`config.mk`:
```
export PLATFORM = sky130hd
export DESIGN_NAME = mc_core_ctrl
export DESIGN_NICKNAME = d
export VERILOG_FILES = /design/src/rtl/mc_core_pkg.sv /design/src/rtl/mc_core_decode.sv /design/src/rtl/mc_core_ctrl.sv
export SDC_FILE = /design/constraint.sdc
export NUM_CORES = 1
export LEC_CHECK = 0
export ABC_AREA = 0
export CAP_MARGIN = 25
export CELL_PAD_IN_SITES_DETAIL_PLACEMENT = 0
export CELL_PAD_IN_SITES_GLOBAL_PLACEMENT = 1
export CORE_UTILIZATION = 33
export CTS_CLUSTER_SIZE = 8
export DETAILED_ROUTE_END_ITERATION = 8
export HOLD_SLACK_MARGIN = 0.03
export PLACE_DENSITY_LB_ADDON = 0.1
export RECOVER_POWER = 50
export SLEW_MARGIN = 10
export SYNTH_ARGS = -nofsm -noshare
export SYNTH_HDL_FRONTEND = slang
export SYNTH_SLANG_ARGS = --single-unit
```
`constraint.sdc`:
```
create_clock -name clk -period 6.61 [get_ports clk]
set_input_delay 0.9915 -clock clk [delete_from_list [all_inputs] [get_ports clk]]
set_output_delay 0.9915 -clock clk [all_outputs]
set_load 0.05 [all_outputs]
```
`src/rtl/mc_core_pkg.sv`:
```
// Shared opcodes, immediate-format codes, FSM states and decode bundle for the multi-cycle core control path.
package mc_core_pkg;

    localparam int unsigned INSTR_BYTES = 4;

    localparam logic [3:0] OP_ALU   = 4'd0;
    localparam logic [3:0] OP_ALUI  = 4'd1;
    localparam logic [3:0] OP_LOAD  = 4'd2;
    localparam logic [3:0] OP_STORE = 4'd3;
    localparam logic [3:0] OP_BEQ   = 4'd4;
    localparam logic [3:0] OP_BNE   = 4'd5;
    localparam logic [3:0] OP_JAL   = 4'd6;
    localparam logic [3:0] OP_HALT  = 4'd7;

    localparam logic [1:0] IMM_I = 2'd0;
    localparam logic [1:0] IMM_S = 2'd1;
    localparam logic [1:0] IMM_B = 2'd2;
    localparam logic [1:0] IMM_J = 2'd3;

    typedef enum logic [2:0] {
        S_FETCH,
        S_FETCH_WAIT,
        S_DECODE,
        S_EXEC,
        S_MEM,
        S_MEM_WAIT,
        S_WB,
        S_HALT
    } state_t;

    typedef struct packed {
        logic       alu_src;
        logic [1:0] imm_src;
        logic       result_src;
        logic       is_load;
        logic       is_store;
        logic       is_branch;
        logic       is_jal;
        logic       is_halt;
        logic       is_illegal;
    } dec_t;

endpackage

```
`src/rtl/mc_core_decode.sv`:
```
// Combinational opcode decoder: datapath selects plus instruction-class flags for the control FSM.
module mc_core_decode
    import mc_core_pkg::*;
#(
    parameter int unsigned OPC_W = 4
) (
    input  logic [OPC_W-1:0] i_opcode,
    output dec_t             o_dec
);

    always_comb begin
        o_dec = '0;
        case (i_opcode)
            OPC_W'(OP_ALU): begin
                o_dec.imm_src = IMM_I;
            end
            OPC_W'(OP_ALUI): begin
                o_dec.alu_src = 1'b1;
                o_dec.imm_src = IMM_I;
            end
            OPC_W'(OP_LOAD): begin
                o_dec.alu_src    = 1'b1;
                o_dec.imm_src    = IMM_I;
                o_dec.result_src = 1'b1;
                o_dec.is_load    = 1'b1;
            end
            OPC_W'(OP_STORE): begin
                o_dec.alu_src  = 1'b1;
                o_dec.imm_src  = IMM_S;
                o_dec.is_store = 1'b1;
            end
            OPC_W'(OP_BEQ), OPC_W'(OP_BNE): begin
                o_dec.imm_src   = IMM_B;
                o_dec.is_branch = 1'b1;
            end
            OPC_W'(OP_JAL): begin
                o_dec.imm_src = IMM_J;
                o_dec.is_jal  = 1'b1;
            end
            OPC_W'(OP_HALT): begin
                o_dec.is_halt = 1'b1;
            end
            default: begin
                o_dec.is_illegal = 1'b1;
            end
        endcase
    end

endmodule

```
`src/rtl/mc_core_ctrl.sv`:
```
// Multi-cycle control FSM: owns the PC, IR and the shared instruction/data memory port.
// Optional MC_CORE_PERF_CNT_EN adds cycle_cnt/instret_cnt performance counters.
module mc_core_ctrl
    import mc_core_pkg::*;
#(
    parameter int unsigned     XLEN     = 32,
    parameter int unsigned     ILEN     = 32,
    parameter int unsigned     OPC_W    = 4,
    parameter logic [XLEN-1:0] RESET_PC = '0
) (
    input  logic            clk,
    input  logic            reset,
    output logic            mem_req_valid,
    input  logic            mem_req_ready,
    output logic            mem_req_we,
    output logic [XLEN-1:0] mem_req_addr,
    input  logic            mem_rsp_valid,
    input  logic [ILEN-1:0] mem_rsp_data,
    input  logic [XLEN-1:0] alu_result,
    input  logic            branch_taken,
    input  logic [XLEN-1:0] branch_target,
    output logic [XLEN-1:0] pc,
    output logic [ILEN-1:0] ir,
    output logic            reg_write,
    output logic            alu_src,
    output logic [1:0]      imm_src,
    output logic            result_src,
    output logic            halted,
`ifdef MC_CORE_PERF_CNT_EN
    output logic [63:0]     cycle_cnt,
    output logic [63:0]     instret_cnt,
`endif
    output logic            illegal
);

    localparam logic [XLEN-1:0] PC_MASK = ~XLEN'(INSTR_BYTES - 1);

    state_t          r_state;
    state_t          w_next_state;
    logic [XLEN-1:0] r_pc;
    logic [XLEN-1:0] r_mem_addr;
    logic [ILEN-1:0] r_ir;
    logic            r_reg_write;
    logic            r_alu_src;
    logic [1:0]      r_imm_src;
    logic            r_result_src;
    logic            r_halted;
    logic            r_illegal;
    logic [OPC_W-1:0] w_opcode;
    logic [XLEN-1:0] w_pc_seq;
    dec_t            w_dec;

    // Decode the incoming word while waiting for it so the selects are already registered in DECODE.
    assign w_opcode = (r_state == S_FETCH_WAIT) ? mem_rsp_data[OPC_W-1:0] : r_ir[OPC_W-1:0];
    assign w_pc_seq = (r_pc + XLEN'(INSTR_BYTES)) & PC_MASK;

    mc_core_decode #(
        .OPC_W (OPC_W)
    ) u_decode (
        .i_opcode (w_opcode),
        .o_dec    (w_dec)
    );

    always_ff @(posedge clk) begin
        if (reset) begin
            r_state <= S_FETCH;
        end else begin
            r_state <= w_next_state;
        end
    end

    always_comb begin
        w_next_state = r_state;
        case (r_state)
            S_FETCH: begin
                if (mem_req_ready) w_next_state = S_FETCH_WAIT;
            end
            S_FETCH_WAIT: begin
                if (mem_rsp_valid) w_next_state = S_DECODE;
            end
            S_DECODE: begin
                w_next_state = S_EXEC;
            end
            S_EXEC: begin
                if (w_dec.is_illegal || w_dec.is_halt) begin
                    w_next_state = S_HALT;
                end else if (w_dec.is_load || w_dec.is_store) begin
                    w_next_state = S_MEM;
                end else if (w_dec.is_branch) begin
                    w_next_state = S_FETCH;
                end else begin
                    w_next_state = S_WB;
                end
            end
            S_MEM: begin
                if (mem_req_ready) w_next_state = w_dec.is_load ? S_MEM_WAIT : S_FETCH;
            end
            S_MEM_WAIT: begin
                if (mem_rsp_valid) w_next_state = S_WB;
            end
            S_WB: begin
                w_next_state = S_FETCH;
            end
            S_HALT: begin
                w_next_state = S_HALT;
            end
            default: begin
                w_next_state = S_FETCH;
            end
        endcase
    end

    always_ff @(posedge clk) begin
        if (reset) begin
            r_pc         <= RESET_PC & PC_MASK;
            r_ir         <= '0;
            r_mem_addr   <= '0;
            r_reg_write  <= 1'b0;
            r_alu_src    <= 1'b0;
            r_imm_src    <= '0;
            r_result_src <= 1'b0;
            r_halted     <= 1'b0;
            r_illegal    <= 1'b0;
        end else begin
            r_reg_write <= (w_next_state == S_WB);
            if (w_next_state == S_HALT) r_halted <= 1'b1;

            case (r_state)
                S_FETCH_WAIT: begin
                    if (mem_rsp_valid) r_ir <= mem_rsp_data;
                end
                S_EXEC: begin
                    // Latch the effective address so it stays stable across a stalled MEM request.
                    r_mem_addr <= alu_result;
                    if (w_dec.is_branch) r_pc <= branch_taken ? (branch_target & PC_MASK) : w_pc_seq;
                    if (w_dec.is_jal) r_pc <= branch_target & PC_MASK;
                    if (w_dec.is_illegal) r_illegal <= 1'b1;
                end
                S_MEM: begin
                    if (mem_req_ready && w_dec.is_store) r_pc <= w_pc_seq;
                end
                S_WB: begin
                    if (!w_dec.is_jal) r_pc <= w_pc_seq;
                end
                default: begin
                end
            endcase

            if (r_state == S_FETCH_WAIT && mem_rsp_valid) begin
                r_alu_src    <= w_dec.alu_src;
                r_imm_src    <= w_dec.imm_src;
                r_result_src <= w_dec.result_src;
            end else if (w_next_state == S_FETCH || w_next_state == S_HALT) begin
                r_alu_src    <= 1'b0;
                r_imm_src    <= '0;
                r_result_src <= 1'b0;
            end
        end
    end

    assign mem_req_valid = (r_state == S_FETCH) || (r_state == S_MEM);
    assign mem_req_we    = (r_state == S_MEM) && w_dec.is_store;
    assign mem_req_addr  = (r_state == S_MEM) ? r_mem_addr : r_pc;

    assign pc         = r_pc;
    assign ir         = r_ir;
    assign reg_write  = r_reg_write;
    assign alu_src    = r_alu_src;
    assign imm_src    = r_imm_src;
    assign result_src = r_result_src;
    assign halted     = r_halted;
    assign illegal    = r_illegal;

`ifdef MC_CORE_PERF_CNT_EN
    logic [63:0] r_cycle_cnt;
    logic [63:0] r_instret_cnt;
    logic        w_retire;

    assign w_retire = (r_state == S_WB)
                   || (r_state == S_MEM && mem_req_ready && w_dec.is_store)
                   || (r_state == S_EXEC && w_dec.is_branch);

    always_ff @(posedge clk) begin
        if (reset) begin
            r_cycle_cnt   <= '0;
            r_instret_cnt <= '0;
        end else begin
            if (r_state != S_HALT) r_cycle_cnt <= r_cycle_cnt + 64'd1;
            if (w_retire) r_instret_cnt <= r_instret_cnt + 64'd1;
        end
    end

    assign cycle_cnt   = r_cycle_cnt;
    assign instret_cnt = r_instret_cnt;
`else
    // Counters are absent in this build.
`endif

endmodule
```
==> results.json, run 1 <==
{
  "top_usage_layer": "met2",
  "cts_buffer_depth": 2,
  "grtUsageTotal_pct": 21.8,
  "leakagePower_nw": 2.67,
  "netlist_instances": 675,
  "viasPerCell": 5.23,
  "async_reset_ff_share_pct": 0,
  "grt_max_degree": 70,
  "worstPathRequired_ns": 5.62,
  "cts_buffers": 9,
  "drt-total-wl_mm": 17.9,
  "status": "finished with violations",
  "ant_nets": 0,
  "firstDrtPassIters": 5,
  "fillers": 1476,
  "post-route-drc-count": 0,
  "finalCritPeriodShare_pct": 66.0,
  "rsz0062_at_grt": "no",
  "skew_ns": 0.00746,
  "rows": 45,
  "crit_fanout": 31,
  "clkLatencyLatePin_ns": 0.35,
  "crit_arrival_ns": 3.37,
  "die-area_mm2": 0.0164,
  "root_buffer": "clkbuf_16",
  "core_mm2": 0.0153,
  "area_growth_pct": 47.6,
  "path_cells": "inv_1, nor3_4, buf_4, nand2_1, o21ai_0, clkdlybuf4s50_1",
  "violations": "max-capacitance violations, max-slew violations",
  "layout.nets": 948,
  "seqPwrFrac_pct": 42.4,
  "maxCapViolCount": 2,
  "reg2reg_depth": 6,
  "p_int_mw": 1.14,
  "cts_max_level": 3,
  "synth-seq-cells": 104,
  "initial_utilization_pct": 34.2,
  "clk_pin_slew_ns": 0.07,
  "grt_pass1_wl_mm": 28.2,
  "wl_per_cell_um": 16.8,
  "finalSetupTns_ns": 0,
  "total_power_mw": 1.56,
  "die_h_um": 128,
  "vias": 5565,
  "ys_seq_area_share_pct": 39.8,
  "ys_warn_count": 0,
  "cts.repair.resized": 0,
  "grt_use_met1_pct": 28.6,
  "ys_top_cells_by_area": "dfxtp_1 40%, nand2_1 12%, a21oi_1 8.7%",
  "overflow": 0,
  "whs_path_depth": 2,
  "worst_pin_slew_ns": 1.52,
  "synth_top_area_share_pct": 39.8,
  "syn_avg_cell_area_um2": 7.75,
  "fp.dieW_um": 128,
  "final_core_util_pct": 50.5,
  "hold_viol": 0,
  "r2r-end": "pc[30]",
  "cts.sinks": 104,
  "p_sw_mw": 0.418,
  "worstHoldEndpoint": "ir[20]",
  "synth_cell_types": 62,
  "met2_usage_pct": 35.5,
  "timing.rr.start": "r_state[2]",
  "switching_share_pct": 26.8,
  "setup_viol": 0,
  "min-delay-path-class": "reg -> reg",
  "port_buffers": 201,
  "synth_edf_count": 0,
  "synth-main-ff-cell": "dfxtp_1",
  "start_kind": "register",
  "slew_headroom_pct": -1.16,
  "ir_drop_mv": 0.103,
  "drive_gt1_share_pct": 6.35,
  "cts_hold_buffers": 0,
  "crit_path_top_delay_cell": "clkdlybuf4s50_1",
  "hpwl_mm": 12.6,
  "comb_power_share_pct": 17.1,
  "postCtsSetupBuffers": 0,
  "synth_largest_area_cell": "dfxtp_1",
  "use_met3_pct": 5.38,
  "powerDensity_mw_per_mm2": 201,
  "cp-end-kind": "primary output",
  "max_stage_delay_ns": 0.87,
  "boundaryPins": 206,
  "gp_congestion": 0.814,
  "criticalPathCategory": "reg -> out",
  "fmax_ghz": 0.229,
  "r2r_setup_slack_ns": 3.28,
  "drt_iter0_markers": 458,
  "pwr-share-clk_pct": 40.5,
  "final_max_slew_viol_count": 34,
  "min_from": "ir[20]",
  "syn_area_mm2": 0.00523,
  "grt_antenna_before_repair": 2,
  "cts_tree": "done",
  "grt_pass1_vias": 5330,
  "post-route-min-period_ns": 4.36
}
routing by layer:
layer  share of wire [%]  up-vias  wire length (um)
met1                  46     2621              8220
met3                 7.1       11              1280
met2                  46      186              8250
li1                    -     2747                 -
met5                   0        -                 0
met4                0.87        0               156
cells by family after synthesis:
family / count (synthesis) / synth area share (%)
and+or+nand+nor: 273 / 24.2
AOI/OAI and AO/OA: 190 / 23.3
DFF: 104 / 39.8
buffers and inverters: 75 / 6.14
muxes: 29 / 5.95
xor gates and xnor gates: 2 / 0.335
adders and majority gates: 1 / 0.239
other: 1 / 0.0717
synthesized netlist by cell type, types with 2 or more instances:
cell,number
buf_2,4
nor4_1,5
nor4bb_1,4
or3b_2,3
buf_6,2
and4_1,5
mux2_2,14
o21bai_1,2
nand4_1,11
mux2i_1,14
nor3b_1,2
o21a_1,3
o211a_1,2
a21oi_1,91
a32o_1,4
dfxtp_1,104
or4_1,3
or4b_1,2
nor2_1,18
o2111ai_1,8
nand3_1,24
a21o_1,4
clkbuf_1,40
inv_1,21
nor3_1,7
a31o_2,3
o32ai_1,19
nand2_1,172
or3_1,2
o21ai_0,27
nor4b_1,2
buf_4,5
o31a_1,7
nor2b_1,2
and3_1,8
a41oi_1,2
o211ai_1,2
o221a_2,3
stage by stage:
step | setup WS (ns) | cell area, um^2 | cells | hold WS, ns
finish | 2.25 | 7730 | 1064 | 0.454
global route | 2.03 | 7720 | 1062 | 0.471
CTS | 2.18 | 7740 | 1062 | 0.457
detailed placement | 2.56 | 7390 | 1046 | 0.447
global placement | 2.67 | 7380 | 1045 | 0.441
floorplan | 3.37 | 5240 | 676 | 0.432
power groups by stage:
stage / registers, mW / clock network (mW) / logic (mW)
floorplan: 0.705 / 0 / 0.124
global placement: 0.674 / 0 / 0.267
detailed placement: 0.675 / 0 / 0.270
CTS: 0.661 / 0.645 / 0.271
global route: 0.663 / 0.668 / 0.284
finish: 0.660 / 0.630 / 0.266
sequential cells by signal (all words and copies together), names as in the netlist:
signal      cells
pc             30
reg_write       1
alu_src         1
illegal         1
r_mem_addr     32
result_src      1
imm_src         2
halted          1
r_state         3
ir             32
worst max-delay path, delay by kind of cell (launching register included):
kind                   cells  cell delay [ns]
DFF                        1             0.73
AOI/OAI and AO/OA          1             0.13
buffers and inverters      3             1.52
and+or+nand+nor            2             0.63
how the worst max path moves through the flow:
stage	to	slack (ns)	cells after the start	start
2_1_floorplan	mem_req_addr[14]	3.37	5	r_state[1]
6_report	mem_req_addr[5]	2.25	6	r_state[2]
3_3_place_gp	mem_req_addr[5]	2.67	6	r_state[2]
5_1_grt	mem_req_addr[19]	2.03	6	r_state[2]
3_5_place_dp	mem_req_addr[5]	2.56	6	r_state[2]
4_1_cts	mem_req_addr[5]	2.18	6	r_state[2]
cell usage in the layout, fill, tap and decap left out, drive strengths merged, types with 4 or more instances in the layout:
cell type        n
nand4           11
a21o             4
o21ai           27
nand3           24
mux2            14
and3             8
nor4             5
o31a             7
o32ai           19
and4             5
nor4bb           4
mux2i           15
clkdlybuf4s50  164
buf             10
nand2          172
o2111ai          8
clkbuf          12
nor2            18
nor3             8
inv             22
a21oi           91
dfxtp          104
a32o             4
dlygate4sd3     36
area by class of cell:
cell class | instances | area (um^2) | area share [%]
clock buffer | 10 | 239 | 3.09
multi-input combinational | 497 | 2850 | 36.9
antenna | 2 | 5.00 | 0.0648
clock inverter | 6 | 114 | 1.47
sequential | 104 | 2080 | 26.9
timing repair buffer | 212 | 2090 | 27.1
inverter | 22 | 82.6 | 1.07
tap | 211 | 264 | 3.42
Power figures use the tool's default switching activity.
==> inputs of run 2 (changes only) <==
--- a/config.mk
+++ b/config.mk
@@ -9,7 +9,7 @@
 export CAP_MARGIN = 25
 export CELL_PAD_IN_SITES_DETAIL_PLACEMENT = 0
 export CELL_PAD_IN_SITES_GLOBAL_PLACEMENT = 1
-export CORE_UTILIZATION = 33
+export CORE_UTILIZATION = 28
 export CTS_CLUSTER_SIZE = 8
 export DETAILED_ROUTE_END_ITERATION = 8
 export HOLD_SLACK_MARGIN = 0.03
==> constraint.sdc (replaced) <==
create_clock -name clk -period 3.7 [get_ports clk]
set_input_delay 0.555 -clock clk [delete_from_list [all_inputs] [get_ports clk]]
set_output_delay 0.555 -clock clk [all_outputs]
set_load 0.05 [all_outputs]
==> run 2 against run 1 <==
The run ends with design-rule violations, max-capacitance violations, max-slew violations left. Wire length grew 5.9%. Hold slack lost 0.0012 ns. Utilization shrank 7.6 points. Critical path depth grew 1. Total power grew 73%. Largest cell class unchanged.
==> results.json, run 2 (synthesis results as in run 1) <==
{
  "port_buffers": 201,
  "max_stage_delay_ns": 1.12,
  "cts_buffer_depth": 2,
  "pwr-share-clk_pct": 37.8,
  "path_cells": "clkdlybuf4s50_1, nor4bb_1, clkbuf_1, nor2_1, o211ai_1, o2bb2ai_1, a32o_1",
  "final_common_cell": "nand2_1",
  "reg2reg_depth": 6,
  "grt_pass1_vias": 5416,
  "r2r_setup_slack_ns": 0.91,
  "cts.repair.resized": 0,
  "crit_path_top_delay_cell": "clkbuf_1",
  "timing.rr.start": "r_state[1]",
  "initial_utilization_pct": 28.8,
  "whs_path_depth": 2,
  "core_mm2": 0.0181,
  "cts_max_level": 3,
  "grt_antenna_before_repair": 1,
  "cts_tree": "done",
  "grtUsageTotal_pct": 19.5,
  "rows": 49,
  "worstHoldEndpoint": "ir[17]",
  "wl_per_cell_um": 17.4,
  "holdWs_ns": 0.453,
  "criticalPathCategory": "in -> reg",
  "post-route-drc-count": 10,
  "drt-total-wl_mm": 19.0,
  "maxCapViolCount": 1,
  "dp_slack_ns": 0.325,
  "vias": 5631,
  "crit_arrival_ns": 3.28,
  "ir_drop_mv": 0.208,
  "root_buffer": "clkbuf_16",
  "start_kind": "input port",
  "min-delay-path-class": "reg -> reg",
  "hpwl_mm": 13.7,
  "worst_pin_slew_ns": 1.51,
  "die-area_mm2": 0.0192,
  "boundaryPins": 206,
  "drive_gt1_share_pct": 7.56,
  "ant_nets": 0,
  "cts_hold_buffers": 0,
  "status": "finished with violations",
  "fp.dieW_um": 139,
  "leakagePower_nw": 2.71,
  "finalCritPeriodShare_pct": 81.9,
  "finalSetupTns_ns": 0,
  "gp_congestion": 0.828,
  "slew_headroom_pct": -0.665,
  "cp-end-kind": "register",
  "post-route-min-period_ns": 3.03,
  "min_from": "ir[17]",
  "overflow": 0,
  "total_power_mw": 2.68,
  "crit_fanout": 34,
  "clk_pin_slew_ns": 0.08,
  "p_int_mw": 1.90,
  "seqPwrFrac_pct": 43.6,
  "setup_viol": 0,
  "viasPerCell": 5.17,
  "fin_ws_ns": 0.670,
  "cts_buffers": 9,
  "switching_share_pct": 29.2,
  "die_h_um": 139,
  "hold_viol": 0,
  "layout.nets": 957,
  "drt_iter0_markers": 474,
  "violations": "design-rule violations, max-capacitance violations, max-slew violations",
  "final_max_slew_viol_count": 35,
  "worstPathRequired_ns": 3.95,
  "rsz0062_at_grt": "no",
  "diodes": 0,
  "p_sw_mw": 0.783,
  "final_cell_mix": "172 x nand2_1, 164 x clkdlybuf4s50_1, 104 x dfxtp_1",
  "fmax_ghz": 0.330,
  "cts.sinks": 104,
  "postCtsSetupBuffers": 0,
  "r2r-end": "pc[27]",
  "grt_pass1_wl_mm": 29.6,
  "powerDensity_mw_per_mm2": 346,
  "comb_power_share_pct": 18.6,
  "grt_max_degree": 63,
  "firstDrtPassIters": 6,
  "clkLatencyLatePin_ns": 0.36,
  "area_growth_pct": 48.4,
  "skew_ns": 0.0102
}
-- run 2: changes by cell type in the layout (fill, tap and decap cells not counted) --
| cell | before | now |
|---|---|---|
| clkinvlp_4 | 2 | 1 |
| buf_8 | 1 | 0 |
| buf_4 | 9 | 20 |
| inv_8 | 0 | 1 |
| buf_12 | 0 | 1 |
| bufinv_16 | 3 | 1 |
| inv_6 | 1 | 4 |
| clkbuf_8 | 1 | 0 |
| diode_2 | 2 | 0 |
| dlygate4sd3_1 | 36 | 34 |
-- run 2: power groups by stage --
stage | Sequential [mW] | Clock (mW) | Combinational [mW]
after detailed placement | 1.20 | 0 | 0.509
after floorplan | 1.26 | 0 | 0.222
after global routing | 1.17 | 1.09 | 0.538
after global placement | 1.19 | 0 | 0.505
after CTS | 1.17 | 1.05 | 0.511
final | 1.17 | 1.01 | 0.501
-- run 2: per-stage QoR --
step,cells,cell area [um^2],utilization (%)
6_report,1089,7770,42.8
5_1_grt,1089,7770,42.8
4_1_cts,1089,7790,42.9
3_5_place_dp,1073,7480,41.2
3_3_place_gp,1073,7480,41.2
2_1_floorplan,676,5240,-
-- run 2: worst max-delay path by stage --
stage,from,endpoint,slack (ns),cells past startpoint
after floorplan,r_state[1],mem_req_addr[14],0.89,5
after global placement,mem_rsp_data[2],pc[27],0.37,6
after detailed placement,mem_rsp_data[2],pc[27],0.32,6
after CTS,r_state[0],mem_req_addr[18],0.70,5
after global routing,mem_rsp_valid,result_src,0.36,7
final,mem_rsp_valid,result_src,0.67,7
-- run 2: layer usage --
layer | wire length (um) | global-route usage [%] | up-vias | share of wire [%]
met2 | 8650 | 31.2 | 224 | 46
met5 | 13 | 0 | - | 0.069
met3 | 1620 | 5.25 | 23 | 8.5
met1 | 8390 | 25.4 | 2600 | 44
li1 | - | - | 2782 | -
met4 | 291 | 6.55 | 2 | 1.5
-- run 2: final cells by class --
type	count	area [um^2]
multi-input cells	497	2850
well taps	229	287
repair buffers	221	2160
inverters	22	82.6
fillers	1808	10400
flip-flops and latches	104	2080
clock buffers	9	225
clock inverters	7	83.8
-- run 2: worst max-delay path, delay by kind of cell --
| kind | cells | cell delay (ns) |
|---|---|---|
| compound gates | 3 | 0.61 |
| buf+inv | 2 | 1.67 |
| simple gates | 2 | 0.43 |
